`src/rtl/keypad_pkg.sv`:
```
// Shared types and helpers for the keypad scan path.
package keypad_pkg;

    localparam int ROWS = 4;
    localparam int COLS = 4;

    typedef logic [3:0] onehot4_t;

    typedef struct packed {
        onehot4_t row;
        onehot4_t col;
    } rowcol_t;

    function automatic onehot4_t idx2oh(input logic [1:0] idx);
        idx2oh = 4'b0001 << idx;
    endfunction

    // Only meaningful for one-hot inputs; callers qualify with $onehot first.
    function automatic logic [1:0] oh2idx(input onehot4_t oh);
        unique case (oh)
            4'b0010: oh2idx = 2'd1;
            4'b0100: oh2idx = 2'd2;
            4'b1000: oh2idx = 2'd3;
            default: oh2idx = 2'd0;
        endcase
    endfunction

endpackage

```
`src/rtl/keypad_scanner_if.sv`:
```
// Scanner boundary: keypad pads on one side, downstream keypad FSM on the other.
interface keypad_scanner_if;
    import keypad_pkg::*;

    logic [COLS-1:0] colIn_n;
    logic [ROWS-1:0] rowDrive_n;
    logic            rowLocked;
    onehot4_t        rowLock;
    rowcol_t         rowCol;
    logic            scanTick;

    modport master (
        input  colIn_n,
        input  rowLocked,
        input  rowLock,
        output rowDrive_n,
        output rowCol,
        output scanTick
    );

    modport slave (
        output colIn_n,
        output rowLocked,
        output rowLock,
        input  rowDrive_n,
        input  rowCol,
        input  scanTick
    );

endinterface

```
`src/rtl/sync_bus.sv`:
```
// Multi-stage flop synchronizer for a bus of independent asynchronous bits.
module sync_bus #(
    parameter int               WIDTH   = 4,
    parameter int               STAGES  = 2,
    parameter logic [WIDTH-1:0] RST_VAL = '0
) (
    input  logic             clk,
    input  logic             reset,
    input  logic [WIDTH-1:0] d,
    output logic [WIDTH-1:0] q
);

    logic [WIDTH-1:0] chain [STAGES];

    always_ff @(posedge clk or negedge reset) begin
        if (!reset) begin
            for (int i = 0; i < STAGES; i++) chain[i] <= RST_VAL;
        end else begin
            chain[0] <= d;
            for (int i = 1; i < STAGES; i++) chain[i] <= chain[i-1];
        end
    end

    assign q = chain[STAGES-1];

endmodule

```
`src/rtl/keypad_scanner.sv`:
```
// Keypad row scanner: rotates active-low row drive, samples synchronized columns once per dwell.
// Build option KEYPAD_MULTIKEY_REJECT_EN drops samples with more than one column active.
module keypad_scanner
    import keypad_pkg::*;
#(
    parameter int SCAN_DIV    = 16,
    parameter int SYNC_STAGES = 2
) (
    input  logic              clk,
    input  logic              reset,
    keypad_scanner_if.master  bus
);

    localparam int DIV_W = (SCAN_DIV > 1) ? $clog2(SCAN_DIV) : 1;

    logic [DIV_W-1:0] div_cnt;
    logic [1:0]       row_idx;
    logic [1:0]       row_idx_nxt;
    onehot4_t         col_raw;
    onehot4_t         col_sync;
    onehot4_t         col_sample;
    rowcol_t          row_col_q;
    logic             tick;

    sync_bus #(
        .WIDTH   (COLS),
        .STAGES  (SYNC_STAGES),
        .RST_VAL ({COLS{1'b1}})
    ) u_col_sync (
        .clk   (clk),
        .reset (reset),
        .d     (bus.colIn_n),
        .q     (col_raw)
    );

    assign col_sync = ~col_raw;

`ifdef KEYPAD_MULTIKEY_REJECT_EN
    assign col_sample = ((col_sync & (col_sync - 4'd1)) != 4'd0) ? 4'b0000 : col_sync;
`else
    assign col_sample = col_sync;
`endif

    assign tick = (div_cnt == DIV_W'(SCAN_DIV - 1));

    always_ff @(posedge clk or negedge reset) begin
        if (!reset)     div_cnt <= '0;
        else if (tick)  div_cnt <= '0;
        else            div_cnt <= div_cnt + DIV_W'(1);
    end

    // A held lock overrides the tick; an invalid lock vector freezes the row.
    always_comb begin
        row_idx_nxt = row_idx;
        if (bus.rowLocked) begin
            if ($onehot(bus.rowLock)) row_idx_nxt = oh2idx(bus.rowLock);
        end else if (tick) begin
            row_idx_nxt = row_idx + 2'd1;
        end
    end

    always_ff @(posedge clk or negedge reset) begin
        if (!reset) row_idx <= 2'd0;
        else        row_idx <= row_idx_nxt;
    end

    always_ff @(posedge clk or negedge reset) begin
        if (!reset)    row_col_q <= '0;
        else if (tick) row_col_q <= '{row: idx2oh(row_idx), col: col_sample};
    end

    assign bus.rowDrive_n = ~idx2oh(row_idx);
    assign bus.rowCol     = row_col_q;
    assign bus.scanTick   = tick;

endmodule

```
`src/flat_wrapper.sv`:
```
// flat-port wrapper written by rule: the top's interface ports become plain ports
module keypad_scanner_flat import keypad_pkg::*;
#(
    parameter int SCAN_DIV    = 16,
    parameter int SYNC_STAGES = 2
)
  (clk, reset, bus_colIn_n, bus_rowLocked, bus_rowLock, bus_rowDrive_n, bus_rowCol, bus_scanTick);
  keypad_scanner_if bus_i ();
  input  logic clk;
  input  logic reset;
  input wire logic [$bits(bus_i.colIn_n)-1:0] bus_colIn_n;
  input wire logic [$bits(bus_i.rowLocked)-1:0] bus_rowLocked;
  input wire logic [$bits(bus_i.rowLock)-1:0] bus_rowLock;
  output wire logic [$bits(bus_i.rowDrive_n)-1:0] bus_rowDrive_n;
  output wire logic [$bits(bus_i.rowCol)-1:0] bus_rowCol;
  output wire logic [$bits(bus_i.scanTick)-1:0] bus_scanTick;
  assign bus_i.colIn_n = bus_colIn_n;
  assign bus_i.rowLocked = bus_rowLocked;
  assign bus_i.rowLock = bus_rowLock;
  assign bus_rowDrive_n = bus_i.rowDrive_n;
  assign bus_rowCol = bus_i.rowCol;
  assign bus_scanTick = bus_i.scanTick;
  keypad_scanner #(.SCAN_DIV(SCAN_DIV), .SYNC_STAGES(SYNC_STAGES)) u_core (.clk(clk), .reset(reset), .bus(bus_i));
endmodule
```
`config.mk`:
```
export PLATFORM = sky130hd
export DESIGN_NAME = keypad_scanner_flat
export DESIGN_NICKNAME = d
export VERILOG_FILES = /design/src/rtl/keypad_pkg.sv /design/src/rtl/keypad_scanner_if.sv /design/src/rtl/sync_bus.sv /design/src/rtl/keypad_scanner.sv /design/src/flat_wrapper.sv
export SDC_FILE = /design/constraint.sdc
export NUM_CORES = 1
export LEC_CHECK = 0
export ABC_AREA = 1
export BUFFER_PORTS_ARGS = -buffer_cell sky130_fd_sc_hd__buf_2
export CAP_MARGIN = 20
export CORE_MARGIN = 2
export CORE_UTILIZATION = 51
export CTS_CLUSTER_SIZE = 20
export DETAILED_ROUTE_END_ITERATION = 10
export PLACE_DENSITY = 0.76
export SLEW_MARGIN = 0
export SYNTH_ARGS = -nofsm -noshare
export SYNTH_HDL_FRONTEND = slang
export SYNTH_SLANG_ARGS = --single-unit
```
`constraint.sdc`:
```
create_clock -name clk -period 1.5 [get_ports clk]
set_input_delay 0.075 -clock clk [delete_from_list [all_inputs] [get_ports clk]]
set_output_delay 0.075 -clock clk [all_outputs]
set_load 0.01 [all_outputs]
```
# Word-level counts from Yosys, hierarchy flattened
# Cells that the tools add are included.
# W data, S select, Z words.
# word_totals
register_bits	22
latch_bits	0
ram_bits	0
romBits	0
in_bits	11
out_inout_bits	13
word_cells	27
n_memories	0
# classes
add_sub_neg	5
n_mul	0
div	0
magnitude_cmp	0
eq_ne	6
n_shift	1
n_mux	5
n_bitwise	2
reduce_logical	2
# op_table
operator	count
$eq A4 B4 Y1 const B	2
$not A4 Y4	2
$mux W2	3
$pmux W2 S3	1
$add A1 B1 Y2	2
$add A4 B1 Y4 const B	1
$eq A4 B2 Y1 const B	1
$eq A4 B3 Y1 const B	1
$mux W4	1
$shl A1 B2 Y4 const A	1
$add A3 B3 Y3	1
$eq A3 B1 Y1 const B	1
$add A2 B1 Y2 const B	1
$ne A2 B1 Y1 const B	1
$reduce_and A2 Y1	1
$reduce_bool A2 Y1	1

# Depth between registers and ports, before layout
# Gate-level depths: netlist (run 1).
# logic_depth
word_depth	5
mapped_depth	9
mapped_depth_nobuf	9

# Modules after synthesis
# From an unflattened synthesis (run 1), not the netlist that was laid out.
# hier_totals
hier_cells	99
area_unflattened_um2	1048.5
# modules_own_cells
mod	instances	cells_each	area_per_inst_um2	seq_area_each_um2
keypad_scanner	1	87	808.3	350.3
sync_bus	1	12	240.2	210.2

# Least setup slack after synthesis (run 1)
# Ideal clock, no wire load.
# synth_path
kind	input port to flip-flop
from	in bus_rowLock[2]
to	reg u_core.row_idx[1]
setup_ns	0.116
arrival_time_ns	1.339
t_required_ns	1.384
path_slack_ns	0.044
stages	9
n_path_buf	0
path_cell_list	inv_1 -> ha_1 -> ha_1 -> fa_1 -> nor2_1 -> nand2_1 -> nand2_1 -> nand2_1 -> nand2_1
# synth_via
elab_chain_len	5
elab_cells_between_ends	11
cone_classes	add/sub: 2; eq/ne: 5; mux: 3; reduce/logical: 1
# synth_lines
item	line	rtl
from (decl)	flat_wrapper.sv:13	input wire logic [$bits(bus_i.rowLock)-1:0] bus_rowLock;
$add A1 B1 Y2 (implied by the code)	keypad_scanner.sv:56	if ($onehot(bus.rowLock)) row_idx_nxt = oh2idx(bus.rowLock);
$add A3 B3 Y3 (implied by the code)	keypad_scanner.sv:56	
$eq A3 B1 Y1	keypad_scanner.sv:56	
$ne A2 B1 Y1 (no line)	-	
$reduce_and A2 Y1 (no line)	-	
to (signal assigned)	keypad_scanner.sv:64	else row_idx <= row_idx_nxt;
to (decl)	keypad_scanner.sv:17	logic [1:0] row_idx;
# Parallel ways exist; a longest one is shown, timed or not. The select of a mux whose other input is x is not followed.
# A chain may end at the register's enable or synchronous reset.

# Worst setup path in the final report (run 1)
# layout_path
from	reg u_core.div_cnt[0]
to	out bus_scanTick
# layout_via
elab_chain_len	1
# layout_lines
item	line	rtl
from (decl)	keypad_scanner.sv:16	logic [DIV_W-1:0] div_cnt;
from (signal assigned)	keypad_scanner.sv:49	else div_cnt <= div_cnt + DIV_W'(1);
$eq A4 B4 Y1	keypad_scanner.sv:44	assign tick = (div_cnt == DIV_W'(SCAN_DIV - 1));
to (decl)	flat_wrapper.sv:16	output wire logic [$bits(bus_i.scanTick)-1:0] bus_scanTick;
# Every way passes these cells.

==> metrics.csv, run 1 <==
stage;metric;value;unit
finish;fraction of layout cells with a size suffix above 1;0.405;
finish;P&R area growth vs syn;26.5;%
grt;pin count of the biggest net entering global routing;23;
hold_path;Worst Hold Class;input pin to flip-flop;
timing;Final Hold Fails;0;
finish;non-filler cells, final;158;
timing;Worst-Margin Slew;0.455;ns
clock_network;Root Buffer;clkbuf_4;
synthesis;Cell Area, Synth;1040;um^2
critical_path;Critical-path top delay cell;dfrtp_1;
synthesis;cells after synthesis;93;
power;leakage;0.000710;uW
routing;Wirelength per Cell;10.2;um
routing;first-pass iteration count of the detailed router;4;
routing;1st-iter DRT viols;9;
timing;Tmin final;1.35;ns
timing;RSZ-0062 raised after global routing;no;
synthesis;Yosys cell types;16;
grt;vias in the first global route;714;
floorplanning;die extent in x;49.3;um
timing;relative slew slack;0.696;
timing;setup TNS;0;ns
critical_path;crit-path cells;ha_1 -> nand3_4 -> inv_1 -> buf_2;
placement;dpl cells;149;
timing;final setup fails;0;
synthesis;Seq cells post-synth;22;
timing;Worst Skew;0.00119;ns
placement;DPL Wire Length;1.30;mm
finish;Reg area;561;um^2
finish;final-stage net count;157;
timing;Peak Freq;743;MHz
finish;multi-input logic area;420;um^2
critical_path;WP data arrival;1.27;ns
outcome;status;completed;
floorplanning;Top-Level Pins;24;
grt;grt total ovfl;0;
floorplanning;Site Rows;16;
floorplanning;Die ar.;2430;um^2
clock_network;Clock Latency Late Sink;0.30;ns
floorplanning;total core area;1940;um^2
placement;port bufs;23;
synthesis;syn nets;118;
clock_network;CTS HTree Levels;1;
clock_network;Clock Sinks;22;
synthesis;synth warn;0;
routing;Vias/cell;4.65;
critical_path;Worst Path Required;1.42;ns
floorplanning;Chip Height;49.3;um
critical_path;CP startpoint kind;flip-flop;
clock_network;Clock transition at path regs;0.11;ns
routing;post-route ant nets;0;
critical_path;CP Class;flip-flop to output pin;
clock_network;Clock Tree Buf Depth;2;
power;P per Cell Area;1120;nW/um^2
routing;Routed Wire Length;1.62;mm
grt;GRT Overall Usage;0.163;
finish;antenna cells;0;
synthesis;syn avg cell area;11.2;um^2
floorplanning;initial core utilization;0.538;
placement;GP Congestion;0.818;
critical_path;CP max stage delay;0.42;ns
timing;period utilization;0.898;
routing;DRC violations left;0;
grt;global-route wire length before repair;2.96;mm
clock_network;total CTS buffers;3;
critical_path;Critical Path Sink Type;output pin;
finish;filler cell count;166;
clock_network;setup repair bufs after CTS;0;
grt;initial antenna violation count;0;
routing;vias post-DR;734;
clock_network;TritonCTS clock tree;done;
synthesis;post-synthesis sequential area ratio;0.537;
run;Max-Cap Viols;0;
critical_path;crit-path max FO;4;
power;VDD IR max;0.856;mV
timing;Slew Viols, Final;0;
## power breakdown
group	internal, uW	switching, uW	total (uW)	leakage (uW)
Sequential	682	56.3	739	0.000260
Combinational	190	244	434	0.000429
Clock	148	161	309	0.0000210
Total	1020	462	1480	0.000710
## what timing repair did
item / in CTS / in global routing
hold buffers: 5 / 0
gates resized for setup: 0 / 0
hold endpoints to repair: 18 / 0
setup endpoints to repair: 0 / 0
## metrics by stage
step / area (um^2) / worst slack, ns / utilization / hold slack (ns) / total power, uW
6_report: 1320 / 0.154 / 0.680 / 0.172 / 1480
3_3_place_gp: 1230 / -0.0772 / 0.636 / 0.0495 / 1160
3_5_place_dp: 1230 / -0.155 / 0.636 / 0.0520 / 1180
5_1_grt: 1320 / 0.0536 / 0.680 / 0.183 / 1600
2_1_floorplan: 1040 / 0.0442 / - / -0.221 / 998
4_1_cts: 1320 / 0.137 / 0.680 / 0.169 / 1510
## registers in the layout, summed over array words and instances, names as in the netlist
name and flops:
u_core.bus.rowCol 8, u_core.u_col_sync.q 4, u_core.div_cnt 4, u_core.u_col_sync.chain 4, u_core.row_idx 2
## path summary, 6_finish.rpt
| path | start | end | slack (ns) | depth (start not counted) |
|---|---|---|---|---|
| min in group asynchronous | reset | u_core.div_cnt[0]$_DFF_PN0_ | 0.24 | 2 |
| min | bus_rowLocked | u_core.row_idx[0]$_DFFE_PN0P_ | 0.17 | 5 |
| min reg2reg | u_core.u_col_sync.chain[4]$_DFF_PN1_ | u_core.u_col_sync.q[0]$_DFF_PN1_ | 0.36 | 0 |
| max in group asynchronous | reset | u_core.u_col_sync.q[0]$_DFF_PN1_ | 0.92 | 2 |
| max reg2reg | u_core.div_cnt[0]$_DFF_PN0_ | u_core.bus.rowCol[2]$_DFFE_PN0P_ | 0.24 | 5 |
| max | u_core.div_cnt[0]$_DFF_PN0_ | bus_scanTick | 0.15 | 4 |
## critical path: cells and delay by family, from the launching register on
family | cells | cell delay [ns]
adders and majority gates | 1 | 0.28
buffers and inverters | 2 | 0.17
DFF | 1 | 0.42
and+or+nand+nor | 1 | 0.11
## metal layers
layer / up-vias / wire (um) / share of wire / track usage
met1: 336 / 675 / 0.42 / 0.183
met2: 24 / 828 / 0.51 / 0.286
met4: 0 / 12 / 0.0074 / 0.0524
li1: 372 / - / - / -
met5: - / 0 / 0 / 0
met3: 2 / 103 / 0.064 / 0.0583
## placed cells by master (no fill, tap or decap)
cell type | netlist | layout
xor2_1 | 1 | 1
buf_2 | 0 | 23
clkbuf_8 | 0 | 1
o21ai_0 | 2 | 2
fa_1 | 1 | 1
inv_1 | 14 | 14
buf_4 | 0 | 7
nand3_1 | 7 | 7
nand2_1 | 17 | 17
ha_1 | 13 | 13
clkbuf_4 | 0 | 3
nor2_1 | 2 | 2
o21ai_2 | 8 | 8
nand3_4 | 1 | 1
nand4_1 | 1 | 1
dfstp_2 | 8 | 8
or2_1 | 1 | 1
nand2_2 | 2 | 2
dlygate4sd3_1 | 0 | 5
dfrtp_1 | 14 | 14
## cell families (layout without fill, tap and decap cells)
logic type      count (synthesis)  count (layout)  share of synthesized area
simple gates                   31              31                      0.143
flops                          22              22                      0.537
buf+inv                        15              53                     0.0611
fa+ha+maj                      14              14                      0.175
compound gates                 10              10                     0.0766
xor+xnor                        1               1                    0.00838
## cells in the mapped netlist
| cell type | n | area [um^2] |
|---|---|---|
| nor2_1 | 2 | 7.51 |
| nand2_1 | 17 | 63.8 |
| or2_1 | 1 | 6.26 |
| nand4_1 | 1 | 6.26 |
| dfrtp_1 | 14 | 350 |
| nand3_4 | 1 | 17.5 |
| o21ai_2 | 8 | 70.1 |
| fa_1 | 1 | 20.0 |
| buf_6 | 1 | 11.3 |
| xor2_1 | 1 | 8.76 |
| ha_1 | 13 | 163 |
| o21ai_0 | 2 | 10.0 |
| nand3_1 | 7 | 35.0 |
| nand2_2 | 2 | 12.5 |
| dfstp_2 | 8 | 210 |
| inv_1 | 14 | 52.6 |
## final cells by class
type                            count  area share
Multi-Input combinational cell     56       0.318
Timing Repair Buffer               35       0.165
Clock buffer                        4      0.0275
Tap cell                           27      0.0256
Sequential cell                    22       0.424
Inverter                           14      0.0398
Power figures use the tool's default switching activity.
==> inputs of run 2 (changes only) <==
==> constraint.sdc (replaced) <==
create_clock -name clk -period 1.5 [get_ports clk]
set_input_delay 0.075 -clock clk [delete_from_list [all_inputs] [get_ports clk]]
set_output_delay 0.075 -clock clk [all_outputs]
set_load 0.1 [all_outputs]
==> run 2 against run 1 <==
  * Fmax down 4.4%
  * Worst setup slack worse by 0.063 ns
  * Utilization up 4.5 points
  * Sequential power about the same
  * Sequential share of layout area down 2.6 points
  * Non-clock buffer count down 1
  * Count of clock-buffer cells in the layout down 1
  * Combinational power rose to 2.9 times the previous value
  * Global-route usage up 0.41 points
  * Total power up 65%
  * Critical endpoint is now bus_rowDrive_n[2]
==> metrics.csv, run 2 (synthesized netlist as in run 1, its figures left out) <==
stage;metric;value;unit;change
power;VDD IR max;1.44;mV;+69%
grt;pin count of the biggest net entering global routing;23;;unchanged
timing;Worst Skew;0.00104;ns;-0.000153 ns
clock_network;Clock Sinks;22;;unchanged
placement;DPL Wire Length;1.34;mm;+2.4%
clock_network;CTS HTree Levels;1;;unchanged
finish;Reg area;561;um^2;unchanged
timing;Final Hold Fails;0;;unchanged
finish;most common cell after layout, fill and taps aside;buf_2;;
critical_path;Critical Path Sink Type;output pin;;
timing;Worst-Margin Slew;0.501;ns;+0.0456 ns
routing;Vias/cell;4.74;;+2.0%
routing;1st-iter DRT viols;10;;+1
grt;GRT Overall Usage;0.167;;+0.00406
hold_path;Worst Hold Class;input pin to flip-flop;;
finish;antenna cells;0;;unchanged
finish;multi-input logic area;433;um^2;+3.0%
timing;final setup fails;0;;unchanged
critical_path;CP startpoint kind;flip-flop;;
clock_network;Root Buffer;clkbuf_4;;
timing;RSZ-0062 raised after global routing;no;;
finish;fraction of layout cells with a size suffix above 1;0.415;;+0.0108
finish;max FFs per register;8;;unchanged
floorplanning;Top-Level Pins;24;;unchanged
finish;Final Util;0.726;;+0.0451
grt;grt total ovfl;0;;unchanged
timing;relative slew slack;0.668;;-0.0281
clock_network;Clock transition at path regs;0.12;ns;about the same
critical_path;Worst Path Required;1.42;ns;about the same
placement;GP Congestion;0.805;;-1.6%
clock_network;TritonCTS clock tree;done;;
floorplanning;Site Rows;16;;unchanged
grt;initial antenna violation count;0;;unchanged
timing;Tmin final;1.41;ns;+0.0627 ns
routing;metal3 WL;67;um;-35%
timing;Peak Freq;710;MHz;-4.4%
power;leakage;0.000727;uW;+2.4%
routing;Routed Wire Length;1.79;mm;+10%
critical_path;WP data arrival;1.33;ns;+0.06 ns
grt;global-route wire length before repair;3.13;mm;+5.8%
routing;vias post-DR;744;;+1.4%
routing;DR WL met2;1.00;mm;+21%
finish;Finished Cell Area;1410;um^2;+6.6%
routing;DRC violations left;0;;unchanged
routing;post-route ant nets;0;;unchanged
finish;most frequent cells in the layout;buf_2 (18), nand2_1 (17), dfrtp_1 (14), inv_1 (13), ha_1 (12);;
finish;P&R area growth vs syn;34.9;%;
finish;filler cell count;136;;-18%
routing;first-pass iteration count of the detailed router;4;;unchanged
placement;dpl cells;148;;-0.67%
floorplanning;Die ar.;2430;um^2;unchanged
routing;Post-Route M1 WL;712;um;+5.5%
timing;Slew Viols, Final;0;;unchanged
floorplanning;total core area;1940;um^2;unchanged
routing;Wirelength per Cell;11.4;um;+11%
critical_path;CP Class;flip-flop to output pin;;
placement;Area after DPL;1300;um^2;+5.6%
grt;vias in the first global route;782;;+9.5%
finish;final-stage net count;156;;-0.64%
clock_network;total CTS buffers;3;;unchanged
clock_network;setup repair bufs after CTS;0;;unchanged
floorplanning;initial core utilization;0.538;;unchanged
finish;non-filler cells, final;157;;-0.63%
floorplanning;Chip Height;49.3;um;unchanged
timing;period utilization;0.939;;+0.0418
timing;hold_ws;0.163;ns;-0.00955 ns
clock_network;Clock Latency Late Sink;0.30;ns;about the same
outcome;status;completed;;
clock_network;Clock Tree Buf Depth;2;;unchanged
timing;setup TNS;0;ns;unchanged
placement;port bufs;23;;unchanged
critical_path;crit-path max FO;4;;unchanged
floorplanning;die extent in x;49.3;um;unchanged
power;P per Cell Area;1730;nW/um^2;+54%
run;Max-Cap Viols;0;;unchanged
routing;DR top layer;met4;;
## run 2: cell count changes in the layout (fill, tap and decap cells not counted), sizes merged
cell / change
clkbuf: -1
clkinvlp: +1
buf: -1
inv: -1
bufinv: +1
## run 2: path summary, 6_finish.rpt
| kind | end | slack [ns] | cells past startpoint | from |
|---|---|---|---|---|
| max in group asynchronous | u_core.u_col_sync.q[2]$_DFF_PN1_ | 0.91 | 2 | reset |
| min reg2reg | u_core.u_col_sync.q[1]$_DFF_PN1_ | 0.36 | 0 | u_core.u_col_sync.chain[5]$_DFF_PN1_ |
| max | bus_rowDrive_n[2] | 0.09 | 4 | u_core.row_idx[0]$_DFFE_PN0P_ |
| min | u_core.row_idx[0]$_DFFE_PN0P_ | 0.16 | 5 | bus_rowLocked |
| max reg2reg | u_core.bus.rowCol[2]$_DFFE_PN0P_ | 0.28 | 5 | u_core.div_cnt[0]$_DFF_PN0_ |
| min in group asynchronous | u_core.bus.rowCol[6]$_DFFE_PN0P_ | 0.25 | 2 | reset |
## run 2: what timing repair did
action / CTS / global route
gates resized for setup: 1 / 0
hold buffers: 5 / 0
hold endpoints to repair: 18 / 0
setup endpoints to repair: 1 / 0
## run 2: final cells by class
type,count,share of cell area
well taps,27,0.0240
flip-flops and latches,22,0.398
clock buffers,3,0.0160
clock inverters,1,0.0213
inverters,14,0.0400
multi-input cells,56,0.307
repair buffers,34,0.194
## run 2: metal layers
layer / GRT usage / vias up
li1: - / 366
met1: 0.160 / 362
met2: 0.345 / 14
met3: 0.0399 / 2
met4: 0.0429 / 0
met5: 0 / -
## run 2: power breakdown
group	total, uW	switching [uW]	internal [uW]
Combinational	1250	931	322
Clock	450	181	270
Sequential	737	54.7	682
## run 2: per-stage QoR
step | power (uW) | worst slack, ns
after floorplan | 1650 | -0.0997
after global placement | 1980 | -0.0791
after detailed placement | 2000 | -0.162
after CTS | 2460 | 0.0812
after global routing | 2550 | 0.00431
final | 2440 | 0.0910
## run 2: critical path, cell delays in order, from the launching register on
cell,delay (ns)
dfrtp_1,0.42
inv_1,0.09
ha_1,0.20
inv_1,0.13
buf_12,0.19
